--- src/rtl/endereco_playback_seq.sv ---
// endereco_playback_seq: PCM playback address sequencer with short/long seeks, net seek-time tracking and end-of-track detection.
// Latency: load/seek/count sampled on a rising clk edge appear on the registered outputs immediately after that edge.
// Backpressure: none; events that lose priority or arrive in a state that ignores them are dropped, never queued.
//
// Optional feature: define EOT_ZERO_DETECT_EN to build the zero-sample-run end-of-track detector.
// Ports:
//   clk, reset             clock (rising edge), asynchronous active-high reset
//   count                  sample strobe, advances endereco by one while playing
//   passa_10s/volta_10s    short forward/backward seek buttons (debounced, act on rising edge)
//   passa_30s/volta_30s    long forward/backward seek buttons (debounced, act on rising edge)
//   load                   one-cycle pulse: jump to track_start and start playing
//   track_start/track_end  inclusive address bounds of the current track
//   current_value          PCM sample read at endereco
//   endereco               current PCM address
//   time_adder             signed net seek offset in seconds (saturating)
//   prox_musica            one-cycle end-of-track pulse to the track selector
//   playing                high while in PLAY
module endereco_playback_seq #(
    parameter int ADDR_W          = 22,
    parameter int SAMPLE_W        = 8,
    parameter int SAMPLES_PER_SEC = 8000,
    parameter int SKIP_SHORT_S    = 10,
    parameter int SKIP_LONG_S     = 30,
    parameter int TIME_W          = 9,
    parameter int ZERO_RUN        = 16
) (
    input  logic                     clk,
    input  logic                     reset,
    input  logic                     count,
    input  logic                     passa_10s,
    input  logic                     volta_10s,
    input  logic                     passa_30s,
    input  logic                     volta_30s,
    input  logic                     load,
    input  logic [ADDR_W-1:0]        track_start,
    input  logic [ADDR_W-1:0]        track_end,
    input  logic [SAMPLE_W-1:0]      current_value,
    output logic [ADDR_W-1:0]        endereco,
    output logic signed [TIME_W-1:0] time_adder,
    output logic                     prox_musica,
    output logic                     playing
);

    // Seek distances in samples, one bit wider than the address so bound checks cannot wrap.
    localparam logic [ADDR_W:0] STEP_SHORT = (ADDR_W+1)'(SKIP_SHORT_S * SAMPLES_PER_SEC);
    localparam logic [ADDR_W:0] STEP_LONG  = (ADDR_W+1)'(SKIP_LONG_S * SAMPLES_PER_SEC);

    // Seek time deltas and saturation limits, one bit wider than time_adder.
    localparam logic signed [TIME_W:0] DT_SHORT = (TIME_W+1)'(SKIP_SHORT_S);
    localparam logic signed [TIME_W:0] DT_LONG  = (TIME_W+1)'(SKIP_LONG_S);
    localparam logic signed [TIME_W:0] TA_MAX   = (TIME_W+1)'((1 << (TIME_W-1)) - 1);
    localparam logic signed [TIME_W:0] TA_MIN   = (TIME_W+1)'(-(1 << (TIME_W-1)));

    typedef enum logic [1:0] {
        S_WAIT_LOAD = 2'd0,
        S_PLAY      = 2'd1,
        S_END       = 2'd2
    } state_t;

    state_t                   state, state_nxt;
    logic [ADDR_W-1:0]        endereco_nxt;
    logic signed [TIME_W-1:0] time_adder_nxt;

    // Button history: bit order is seek priority, highest first.
    logic [3:0]               btn_now, btn_prev, btn_rise;

    logic                     seek_vld, seek_fwd;
    logic [ADDR_W:0]          seek_step;
    logic signed [TIME_W:0]   seek_dt;
    logic [ADDR_W:0]          addr_ext, fwd_sum, back_room, back_diff;
    logic                     fwd_ok, back_ok;

    logic                     zero_clr, zero_upd, zero_hit;

    function automatic logic signed [TIME_W-1:0] sat_add(
        input logic signed [TIME_W-1:0] a,
        input logic signed [TIME_W:0]   d
    );
        logic signed [TIME_W:0] s;
        s = $signed({a[TIME_W-1], a}) + d;
        if (s > TA_MAX) begin
            s = TA_MAX;
        end else if (s < TA_MIN) begin
            s = TA_MIN;
        end
        return $signed(s[TIME_W-1:0]);
    endfunction

    assign btn_now  = {passa_30s, volta_30s, passa_10s, volta_10s};
    assign btn_rise = btn_now & ~btn_prev;

    // Pick the single winning seek for this cycle; the others are simply dropped.
    always_comb begin
        seek_vld  = |btn_rise;
        seek_fwd  = 1'b0;
        seek_step = STEP_SHORT;
        seek_dt   = -DT_SHORT;
        if (btn_rise[3]) begin
            seek_fwd  = 1'b1;
            seek_step = STEP_LONG;
            seek_dt   = DT_LONG;
        end else if (btn_rise[2]) begin
            seek_step = STEP_LONG;
            seek_dt   = -DT_LONG;
        end else if (btn_rise[1]) begin
            seek_fwd  = 1'b1;
            seek_dt   = DT_SHORT;
        end
    end

    // endereco never drops below track_start while playing, so back_room is a true distance.
    assign addr_ext  = {1'b0, endereco};
    assign fwd_sum   = addr_ext + seek_step;
    assign fwd_ok    = (fwd_sum <= {1'b0, track_end});
    assign back_room = addr_ext - {1'b0, track_start};
    assign back_ok   = (back_room >= seek_step);
    assign back_diff = addr_ext - seek_step;

`ifdef EOT_ZERO_DETECT_EN
    localparam int ZC_W = $clog2(ZERO_RUN + 1);

    logic [ZC_W-1:0] zero_cnt, zero_cnt_inc;
    logic            sample_zero;

    assign sample_zero  = (current_value == '0);
    assign zero_cnt_inc = zero_cnt + ZC_W'(1);
    assign zero_hit     = sample_zero && (zero_cnt_inc == ZC_W'(ZERO_RUN));

    always_ff @(posedge clk or posedge reset) begin
        if (reset) begin
            zero_cnt <= '0;
        end else if (zero_clr) begin
            zero_cnt <= '0;
        end else if (zero_upd) begin
            zero_cnt <= sample_zero ? zero_cnt_inc : '0;
        end
    end
`else
    localparam int unused_zero_run = ZERO_RUN;
    logic          unused_zero;

    assign zero_hit    = 1'b0;
    assign unused_zero = ^{current_value, zero_clr, zero_upd};
`endif

    always_comb begin
        state_nxt      = state;
        endereco_nxt   = endereco;
        time_adder_nxt = time_adder;
        zero_clr       = 1'b0;
        zero_upd       = 1'b0;
        case (state)
            S_WAIT_LOAD: begin
                if (load) begin
                    endereco_nxt   = track_start;
                    time_adder_nxt = '0;
                    zero_clr       = 1'b1;
                    state_nxt      = S_PLAY;
                end
            end
            S_PLAY: begin
                if (load) begin
                    endereco_nxt   = track_start;
                    time_adder_nxt = '0;
                    zero_clr       = 1'b1;
                end else if (seek_vld) begin
                    if (seek_fwd) begin
                        if (fwd_ok) begin
                            endereco_nxt   = fwd_sum[ADDR_W-1:0];
                            time_adder_nxt = sat_add(time_adder, seek_dt);
                        end else begin
                            // Seeking past the end finishes the track; address stays put.
                            state_nxt = S_END;
                        end
                    end else if (back_ok) begin
                        endereco_nxt   = back_diff[ADDR_W-1:0];
                        time_adder_nxt = sat_add(time_adder, seek_dt);
                    end
                end else if (count) begin
                    zero_upd = 1'b1;
                    if (endereco == track_end) begin
                        state_nxt = S_END;
                    end else begin
                        // A zero run still advances the address on its final strobe.
                        endereco_nxt = endereco + ADDR_W'(1);
                        if (zero_hit) begin
                            state_nxt = S_END;
                        end
                    end
                end
            end
            S_END: begin
                state_nxt = S_WAIT_LOAD;
            end
            default: begin
                state_nxt = S_WAIT_LOAD;
            end
        endcase
    end

    always_ff @(posedge clk or posedge reset) begin
        if (reset) begin
            state       <= S_WAIT_LOAD;
            endereco    <= '0;
            time_adder  <= '0;
            btn_prev    <= '0;
            prox_musica <= 1'b0;
            playing     <= 1'b0;
        end else begin
            state       <= state_nxt;
            endereco    <= endereco_nxt;
            time_adder  <= time_adder_nxt;
            btn_prev    <= btn_now;
            prox_musica <= (state_nxt == S_END);
            playing     <= (state_nxt == S_PLAY);
        end
    end

endmodule

--- config.mk ---
export PLATFORM = sky130hd
export DESIGN_NAME = endereco_playback_seq
export DESIGN_NICKNAME = d
export VERILOG_FILES = /design/src/rtl/endereco_playback_seq.sv
export SDC_FILE = /design/constraint.sdc
export NUM_CORES = 1
export LEC_CHECK = 0
export BUFFER_PORTS_ARGS = -buffer_cell sky130_fd_sc_hd__buf_2
export CAP_MARGIN = 40
export CORE_AREA = 2 2 133 168
export CTS_CLUSTER_DIAMETER = 30
export DETAILED_ROUTE_END_ITERATION = 10
export DIE_AREA = 0 0 135 170
export PLACE_DENSITY = 0.47
export SETUP_SLACK_MARGIN = 0.05
export SLEW_MARGIN = 20
export SYNTH_ARGS = -nofsm -noshare
export SYNTH_HDL_FRONTEND = slang
export SYNTH_SLANG_ARGS = --single-unit
--- constraint.sdc ---
create_clock -name clk -period 8.9 [get_ports clk]
set_clock_uncertainty 0.15 [all_clocks]
set_input_delay 1.78 -clock clk [delete_from_list [all_inputs] [get_ports clk]]
set_output_delay 1.78 -clock clk [all_outputs]
set_load 0.01 [all_outputs]
==> flow_metrics.tcl, run 1 <==
set metrics [dict create \
    reg2regPathDepth 20 \
    register_clock_pin_slew_on_the_reported_worst_setup_and_hold_paths_ns 0.06 \
    synth_mux_area_share_pct 0.190 \
    wl_met3_um 604 \
    io_buffers 84 \
    synth.distinct_cells 66 \
    dp_hpwl_mm 13.8 \
    ff2ff_setup_slack_ns 3.22 \
    combinational_power_share_pct 70.0 \
    layout.nets 898 \
    main_combinational_cell_family_by_area_after_synthesis "compound AO/OA/AOI/OAI gates" \
    power_switching_share_pct 52.7 \
    final_max_slew_viol_count 0 \
    synth_compound_gate_area_share_pct 29.3 \
    setup_repair_after_global_routing_missed_its_margin "no" \
    relSlewSlack_pct 48.4 \
    routed_wirelength_mm 17.3 \
    end_kind "register" \
    share_clk_of_total_power_pct 9.9 \
    m1WireLength_mm 7.91 \
    hold_wc_startpoint "time_adder[0]" \
    synth_fa_ha_area_share_pct 16.7 \
    cpLargestDelayFamily "compound AO/OA/AOI/OAI gates" \
    share_of_the_clock_period_used_by_the_worst_path_pct 79.0 \
    cts_tree "done" \
    final_replace_weighted_congestion 0.857 \
    drive_gt1_share_pct 15.6 \
    drt_first_iter_violations 190 \
    hold_path.class "register to register" \
    whs_path_cells 1 \
    post_drt_via_cell_ratio 4.93 \
    initial_core_util_pct 24.7 \
    final_design_area_no_fill_um2 6110 \
    syn_to_final_growth_pct 16.0 \
    regToRegEndpoint "endereco[19]" \
    clock_insertion_delay_at_the_later_pin_of_the_skew_report_ns 0.31 \
    clock_sink_count 39 \
    clock_path_buffers 2 \
    power_uw 2180 \
    grt_usage_pct 15.3 \
    antenna_cells_inserted 0 \
    clock_tree.htree_level_count 2 \
    antenna_found_initial 0 \
    via_count 5167 \
    drt_pass1_iterations 4 \
    synth_nets 832 \
    vdd.ir_drop.worst_uv 92.1 \
    run_status "finished, final reports clean" \
    power.density_cell_area_nw_per_um2 357 \
    synthesis.yosys.warnings 0 \
    most-common-layout-cells "sky130_fd_sc_hd__buf_2, sky130_fd_sc_hd__inv_1, sky130_fd_sc_hd__ha_1" \
    post_synth.cell_area_avg_um2 7.48 \
    drc 0 \
    setup_violations 0 \
    top_layer "met4" \
    most_frequent_standard_cell_in_the_layout_excluding_fill_and_tap_cells "sky130_fd_sc_hd__buf_2" \
    crit_fanout 14 \
    post_synth_inst_count 704 \
    ioPinCount 93 \
    crit_path_top_delay_cell "sky130_fd_sc_hd__a31oi_2" \
    crit_chain "buf_2 -> nor2b_1 -> nor2_1 -> inv_1 -> ha_1 -> a21oi_1 -> nor2_1 -> a21oi_1 -> o21ai_0 -> nor2b_1 -> xor2_1 -> ha_1 -> nand3_1 -> nor2_1 -> nand3_1 -> nand3_1 -> nand2_1 -> a211o_1 -> a31oi_2 -> a21oi_1 -> o21ba_2" \
    p_switching_uw 1150 \
    report.final.hold_viol_count 0 \
    synth-edff-count 0 \
    period_needed_ns 7.04 \
    p_int_uw 1030 \
    worst-path-buf-inv 2 \
    global_route.overflow_total 0 \
    critPathLaunchType "input port" \
    fp.coreArea_um2 21300 \
    wl_per_cell_um 16.5 \
    clk_root_buffer_cell "sky130_fd_sc_hd__clkbuf_16" \
    grt_max_degree 40 \
    critical_path_required_ns 8.99 \
    clock.fmax_mhz 142 \
    dieHeight_um 170 \
    synth.cell_area_um2 5270 \
    worst_r2r_startpoint "btn_prev[3]" \
    cts_made_buffers 5 \
    first_global_vias 5014 \
    placedInstanceArea_um2 5950 \
    core.rowCount 60 \
    die-width_um 135 \
    synth_xor_xnor_area_share_pct 6.65 \
    least_margin_pin_slew_ns 0.772 \
    synthFlopType "sky130_fd_sc_hd__dfrtp_1" \
    synth_simple_gate_area_share_pct 21.3 \
    tns_ns 0 \
    max_cap_viol_count 0 \
    postSynth.asyncResetShare_pct 100 \
    path_class "input port to register" \
    power.leakage_uw 0.00286 \
    dieArea_um2 23000 \
    post-cts-setup-buffers 0 \
    timing.hold.worst_endpoint "time_adder[0]" \
    critical-path-max-stage-delay_ns 0.68 \
    cts-resized-gates 0 \
    grt_pass1_wl_mm 27.6 \
    seq_area_frac_synth_pct 18.5 \
    route.antenna.remaining_nets 0 \
    dr_wl_met2_mm 8.59 \
    final_util_pct 28.7 \
    postCtsHoldBufs 0 \
    critPathArrivalTime_ns 7.12 \
    seq_cells_post_synth 39 \
    sequentialPowerShare_pct 20.1 \
]
==> state kept, by name, summed over array words and instances, names as in the netlist <==
register	cells
playing	1
prox_musica	1
btn_prev	4
time_adder	9
endereco	22
state	2
==> metrics by stage <==
| stage | hold WS, ns | std cells | worst slack (ns) |
|---|---|---|---|
| detailed placement | 0.331 | 1042 | 1.61 |
| global route | 0.374 | 1049 | 1.45 |
| CTS | 0.345 | 1049 | 1.92 |
| global placement | 0.326 | 1041 | 1.65 |
| floorplan | 0.333 | 704 | 2.68 |
| finish | 0.337 | 1049 | 1.86 |
==> kinds of logic after synthesis <==
kind of cell,Yosys count
AO/OA/AOI/OAI,230
multiplexers,1
adder cells (fa/ha/maj),68
buffers and inverters,98
flip-flops,39
XOR/XNOR,40
AND/OR/NAND/NOR,228
==> Yosys cell counts (all sizes together), types with 5 or more instances <==
master  instances  area [um2]
inv            66         248
ha             64         801
a21oi          58         294
nor2           58         220
o21ai          52         260
nand2          46         173
dfrtp          39         976
nand3          30         150
xnor2          28         245
a211oi         26         205
a21o           25         188
clkbuf         25        93.8
nor3           23         115
nand2b         12        75.1
nand4          12        75.1
xor2           12         105
nor2b          11        71.3
a31oi           9        62.6
o21a            9        67.6
and3            8        50.1
buf             7        47.6
o22ai           7        43.8
nor4            5        31.3
or3             5        31.3
==> cell type report <==
type	count	area, um2
fillers	2408	15200
multi-input cells	567	3900
flip-flops and latches	39	976
repair buffers	91	470
well taps	279	349
inverters	66	248
clock buffers	5	125
clock inverters	2	37.5
==> power by group through the flow <==
stage	registers, uW	logic (uW)	clock network [uW]
finish	439	1530	215
global route	462	1730	231
CTS	445	1530	223
detailed placement	448	1520	0
global placement	448	1520	0
floorplan	378	1170	0
==> per-layer routing <==
metal  vias to the layer above  GRT usage, %
met5                         -             0
met2                        97          26.5
met1                      2390          20.3
met4                         0          2.85
met3                        11          2.32
li1                       2669             -
==> how the worst max path moves through the flow <==
stage | start | to | slack (ns) | depth (start not counted)
after floorplan | volta_30s | time_adder[0] | 2.68 | 22
after global placement | volta_30s | time_adder[5] | 1.65 | 22
after detailed placement | passa_30s | time_adder[0] | 1.61 | 22
after CTS | passa_30s | time_adder[0] | 1.92 | 22
after global routing | passa_30s | time_adder[0] | 1.45 | 22
final | passa_30s | endereco[19] | 1.86 | 21
Power figures use the tool's default switching activity.
==> run 2, diff against run 1 <==
- clock period: 8.9 -> 6.9 ns (I/O delays scaled with it)
==> flow_metrics.tcl, run 2 (synthesized netlist as in run 1, its figures left out) <==
set metrics [dict create \
    run_status "finished, final reports clean" \
    global_route.overflow_total 0 \
    antenna_found_initial 0 \
    power_switching_share_pct 53.0 \
    combinational_power_share_pct 70.5 \
    grt_usage_pct 15.1 \
    vdd.ir_drop.worst_uv 137 \
    multi_input_comb_area_um2 3900 \
    post_drt_via_cell_ratio 5.05 \
    postCtsHoldBufs 0 \
    power.density_cell_area_nw_per_um2 454 \
    area.sequential_um2 976 \
    tns_ns 0 \
    least_margin_pin_slew_ns 0.771 \
    grt_max_degree 40 \
    path_class "input port to register" \
    sequentialPowerShare_pct 20.8 \
    hold_path.class "register to register" \
    relSlewSlack_pct 48.6 \
    share_of_the_clock_period_used_by_the_worst_path_pct 87.7 \
    via_count 5320 \
    die-width_um 135 \
    setup_violations 0 \
    largest_registers "endereco (22), time_adder (9), btn_prev (4)" \
    critical_path_required_ns 6.96 \
    largest_register "endereco" \
    drt_first_iter_violations 227 \
    clk_root_buffer_cell "sky130_fd_sc_hd__clkbuf_16" \
    final.hold.worst_slack_ns 0.345 \
    drc 0 \
    clock_path_buffers 2 \
    core.rowCount 60 \
    p_int_uw 1310 \
    p_switching_uw 1470 \
    clock.fmax_mhz 165 \
    end_kind "register" \
    dieArea_um2 23000 \
    cts-resized-gates 0 \
    period_needed_ns 6.05 \
    final_replace_weighted_congestion 0.862 \
    cts_tree "done" \
    drt_pass1_iterations 5 \
    initial_core_util_pct 24.7 \
    clock_tree.htree_level_count 2 \
    power.leakage_uw 0.00287 \
    critPathArrivalTime_ns 6.11 \
    share_clk_of_total_power_pct 8.7 \
    critPathLaunchType "input port" \
    crit_fanout 16 \
    report.final.hold_viol_count 0 \
    setup_repair_after_global_routing_missed_its_margin "no" \
    drive_gt1_share_pct 15.9 \
    io_buffers 84 \
    post-cts-setup-buffers 0 \
    clock_sink_count 39 \
    max_cap_viol_count 0 \
    first_global_vias 5104 \
    wl_per_cell_um 16.3 \
    most-common-layout-cells "sky130_fd_sc_hd__buf_2, sky130_fd_sc_hd__inv_1, sky130_fd_sc_hd__ha_1" \
    final_max_slew_viol_count 0 \
    ioPinCount 93 \
    dieHeight_um 170 \
    register_clock_pin_slew_on_the_reported_worst_setup_and_hold_paths_ns 0.06 \
    antenna_cells_inserted 0 \
    fp.coreArea_um2 21300 \
    most_frequent_standard_cell_in_the_layout_excluding_fill_and_tap_cells "sky130_fd_sc_hd__buf_2" \
    route.antenna.remaining_nets 0 \
    syn_to_final_growth_pct 16.0 \
    layout.nets 901 \
    largest_register_ff_count 22 \
    fillCellCount 2388 \
    routed_wirelength_mm 17.1 \
    clock_insertion_delay_at_the_later_pin_of_the_skew_report_ns 0.30 \
    cts_made_buffers 5 \
    grt_pass1_wl_mm 27.3 \
    dp_hpwl_mm 13.8 \
]
[run 2: changes by cell type in the layout (fill, tap and decap cells not counted)]
| cell | delta |
|---|---|
| sky130_fd_sc_hd__bufinv_16 | -1 |
| sky130_fd_sc_hd__clkbuf_1 | +1 |
| sky130_fd_sc_hd__clkinv_2 | +1 |
| sky130_fd_sc_hd__buf_4 | +3 |
[run 2: power by group through the flow]
stage          clock network [uW]  logic [uW]  registers (uW)
2_1_floorplan                   0        1510             487
3_3_place_gp                    0        1960             592
3_5_place_dp                    0        1960             589
4_1_cts                       250        1980             585
5_1_grt                       258        2230             610
6_report                      240        1960             578
[run 2: final timing paths]
kind                                    start       endpoint  slack (ns)  cells after the start
min in group asynchronous               reset    endereco[2]        1.06                      3
worst max-delay path                passa_30s   endereco[20]        0.85                     22
worst min-delay path            time_adder[0]  time_adder[0]        0.34                      1
worst min register to register  time_adder[0]  time_adder[0]        0.34                      1
max in group asynchronous               reset   endereco[17]        5.16                      3
worst max register to register    endereco[7]   endereco[20]        1.58                     20
[run 2: worst max-delay path, cell delays in order]
cell	delay, ns
sky130_fd_sc_hd__buf_2	0.11
sky130_fd_sc_hd__nor2b_1	0.14
sky130_fd_sc_hd__nor2_1	0.33
sky130_fd_sc_hd__fa_1	0.39
sky130_fd_sc_hd__and3b_1	0.23
sky130_fd_sc_hd__o21ai_0	0.14
sky130_fd_sc_hd__nand2b_1	0.16
sky130_fd_sc_hd__o311a_1	0.35
sky130_fd_sc_hd__o21a_1	0.23
sky130_fd_sc_hd__nand3_1	0.11
sky130_fd_sc_hd__xnor2_1	0.08
sky130_fd_sc_hd__ha_1	0.30
sky130_fd_sc_hd__nand3_1	0.13
sky130_fd_sc_hd__nor2_1	0.26
sky130_fd_sc_hd__o311ai_0	0.29
sky130_fd_sc_hd__nand3_1	0.21
sky130_fd_sc_hd__nand3_1	0.13
sky130_fd_sc_hd__and2_1	0.20
sky130_fd_sc_hd__o31ai_2	0.14
sky130_fd_sc_hd__a31o_2	0.49
sky130_fd_sc_hd__a211oi_1	0.10
sky130_fd_sc_hd__nor3_1	0.19
[run 2: metal layers]
| metal | track usage (%) | routed length (um) | share of wire [%] |
|---|---|---|---|
| met5 | 0 | 0 | 0 |
| met4 | 3.89 | 331 | 1.9 |
| met3 | 2.65 | 749 | 4.4 |
| met2 | 25.9 | 8420 | 49 |
| met1 | 19.7 | 7630 | 45 |
[run 2: final cells by class]
class                           instances  share of cell area (%)
Multi-Input combinational cell        567                    63.9
Inverter                               66                    4.05
Clock buffer                            6                    2.11
Tap cell                              279                    5.71
Timing Repair Buffer                   94                    8.07
Sequential cell                        39                    16.0
Clock inverter                          2                   0.205
[run 2: stage by stage]
| stage | utilization (%) | total power, uW | cell area, um2 | cells | worst slack (ns) |
|---|---|---|---|---|---|
| 2_1_floorplan | - | 2000 | 5270 | 704 | 1.08 |
| 3_3_place_gp | 28.0 | 2550 | 5960 | 1044 | 0.615 |
| 3_5_place_dp | 28.0 | 2550 | 5970 | 1045 | 0.591 |
| 4_1_cts | 28.7 | 2810 | 6110 | 1053 | 0.882 |
| 5_1_grt | 28.7 | 3100 | 6110 | 1053 | 0.398 |
| 6_report | 28.7 | 2780 | 6110 | 1053 | 0.847 |
==> run 3, diff against run 2 <==
- RECOVER_POWER: not set -> 100
==> flow_metrics.tcl, run 3 (synthesized netlist as in run 1, its figures left out) <==
set metrics [dict create \
    run_status "finished with violations" \
    violations_in_the_final_reports "capacitance limit, slew limit" \
    wl_per_cell_um 16.3 \
    critPathLaunchType "input port" \
    stdcell_count 1053 \
    tns_ns 0 \
    io_buffers 84 \
    post-cts-setup-buffers 0 \
    post_drt_via_cell_ratio 5.04 \
    setup_violations 0 \
    timing.hold.worst_endpoint "time_adder[0]" \
    least_margin_pin_slew_ns 2.27 \
    clock_tree.htree_level_count 2 \
    grt_usage_pct 15.1 \
    m1WireLength_mm 7.73 \
    drt_first_iter_violations 241 \
    dp_hpwl_mm 13.8 \
    clock_insertion_delay_at_the_later_pin_of_the_skew_report_ns 0.30 \
    share_of_the_clock_period_used_by_the_worst_path_pct 90.2 \
    hold_wc_startpoint "time_adder[0]" \
    placed_cells 1045 \
    dieArea_um2 23000 \
    route.antenna.remaining_nets 0 \
    fp.coreArea_um2 21300 \
    first_global_vias 5104 \
    whs_path_cells 1 \
    power.leakage_uw 0.00275 \
    initial_core_util_pct 24.7 \
    dr_wl_met2_mm 8.41 \
    wl_met3_um 679 \
    largest_register "endereco" \
    clock_path_buffers 2 \
    postCtsHoldBufs 0 \
    ioPinCount 93 \
    top_layer "met4" \
    hold_path.class "register to register" \
    most-common-layout-cells "sky130_fd_sc_hd__inv_1, sky130_fd_sc_hd__ha_1, sky130_fd_sc_hd__nor2_1, sky130_fd_sc_hd__a21oi_1, sky130_fd_sc_hd__o21ai_0" \
    clk_root_buffer_cell "sky130_fd_sc_hd__clkbuf_16" \
    reg2regPathDepth 21 \
    via_count 5310 \
    largest_register_ff_count 22 \
    die-width_um 135 \
    worst_r2r_startpoint "endereco[7]" \
    cts-resized-gates 0 \
    layout.nets 901 \
    relSlewSlack_pct -51.6 \
    final_max_slew_viol_count 40 \
    p_int_uw 1280 \
    crit_fanout 14 \
    drt_pass1_iterations 5 \
    drive_gt1_share_pct 11.0 \
    vdd.ir_drop.worst_uv 137 \
    most_frequent_standard_cell_in_the_layout_excluding_fill_and_tap_cells "sky130_fd_sc_hd__inv_1" \
    cts_tree "done" \
    regToRegEndpoint "endereco[19]" \
    antenna_cells_inserted 0 \
    dp_worst_setup_slack_ns 0.591 \
    setup_repair_after_global_routing_missed_its_margin "no" \
    combinational_power_share_pct 70.2 \
    antenna_found_initial 0 \
    largest_registers "endereco (22), time_adder (9), btn_prev (4)" \
    syn_to_final_growth_pct 14.9 \
    critPathArrivalTime_ns 6.31 \
    share_clk_of_total_power_pct 8.7 \
    power.density_cell_area_nw_per_um2 455 \
    report.final.hold_viol_count 0 \
    critical_path_required_ns 6.99 \
    sequentialPowerShare_pct 21.1 \
    drc 0 \
    core.rowCount 60 \
    setup_slack_ns 0.677 \
    power_switching_share_pct 53.6 \
    final_replace_weighted_congestion 0.862 \
    grt_max_degree 40 \
    dieHeight_um 170 \
    period_needed_ns 6.22 \
    max_cap_viol_count 1 \
    end_kind "register" \
    grt_pass1_wl_mm 27.3 \
    routed_wirelength_mm 17.1 \
    ff2ff_setup_slack_ns 1.41 \
    p_switching_uw 1480 \
    clock.fmax_mhz 161 \
    register_clock_pin_slew_on_the_reported_worst_setup_and_hold_paths_ns 0.06 \
    global_route.overflow_total 0 \
    path_class "input port to register" \
    clock_sink_count 39 \
    cts_made_buffers 5 \
]
-- run 3: power by group through the flow --
stage / clock, uW / sequential [uW] / combinational, uW
final: 241 / 580 / 1930
after CTS: 250 / 585 / 1980
after global placement: 0 / 592 / 1960
after floorplan: 0 / 487 / 1510
after detailed placement: 0 / 589 / 1960
after global routing: 258 / 612 / 2200
-- run 3: stage by stage --
stage	util [%]	hold WS [ns]	area, um2	total power, uW
6_report	28.4	0.350	6060	2750
5_1_grt	28.4	0.363	6060	3070
4_1_cts	28.7	0.352	6110	2810
3_5_place_dp	28.0	0.338	5970	2550
3_3_place_gp	28.0	0.330	5960	2550
2_1_floorplan	-	0.333	5270	2000
-- run 3: worst max path at each step --
stage	endpoint	startpoint	slack (ns)
detailed placement	endereco[20]	passa_30s	0.59
floorplan	time_adder[0]	volta_30s	1.08
global route	endereco[19]	passa_30s	0.23
finish	endereco[19]	passa_30s	0.68
CTS	endereco[20]	passa_30s	0.88
global placement	endereco[20]	volta_30s	0.61
-- run 3: area by class of cell --
type	instances	area, um2
timing repair buffer	94	438
sequential	39	976
multi-input combinational	567	3900
inverter	66	248
clock buffer	6	129
fill	2414	15300
clock inverter	2	12.5
tap	279	349
-- run 3: critical path: stages --
cell and delay [ns]:
sky130_fd_sc_hd__clkbuf_1 0.10, sky130_fd_sc_hd__nor2b_1 0.15, sky130_fd_sc_hd__nor2_1 0.33, sky130_fd_sc_hd__fa_1 0.38, sky130_fd_sc_hd__and3b_1 0.23, sky130_fd_sc_hd__o21ai_0 0.14
sky130_fd_sc_hd__nand2b_1 0.16, sky130_fd_sc_hd__o311a_1 0.35, sky130_fd_sc_hd__o21a_1 0.23, sky130_fd_sc_hd__nand3_1 0.11, sky130_fd_sc_hd__xnor2_1 0.13, sky130_fd_sc_hd__ha_1 0.27
sky130_fd_sc_hd__nand3_1 0.14, sky130_fd_sc_hd__nor2_1 0.11, sky130_fd_sc_hd__o311ai_0 0.20, sky130_fd_sc_hd__nand3_1 0.23, sky130_fd_sc_hd__nand3_1 0.17, sky130_fd_sc_hd__nand2_1 0.10
sky130_fd_sc_hd__a211o_1 0.31, sky130_fd_sc_hd__a31oi_2 0.18, sky130_fd_sc_hd__clkbuf_1 0.52, sky130_fd_sc_hd__a21oi_1 0.12, sky130_fd_sc_hd__o21ba_2 0.25
-- run 3: metal layers --
metal  global-route usage (%)  vias up
met3                     2.65       21
met4                     3.89        0
met2                     25.9      112
met1                     19.7     2494
li1                         -     2683
met5                        0        -
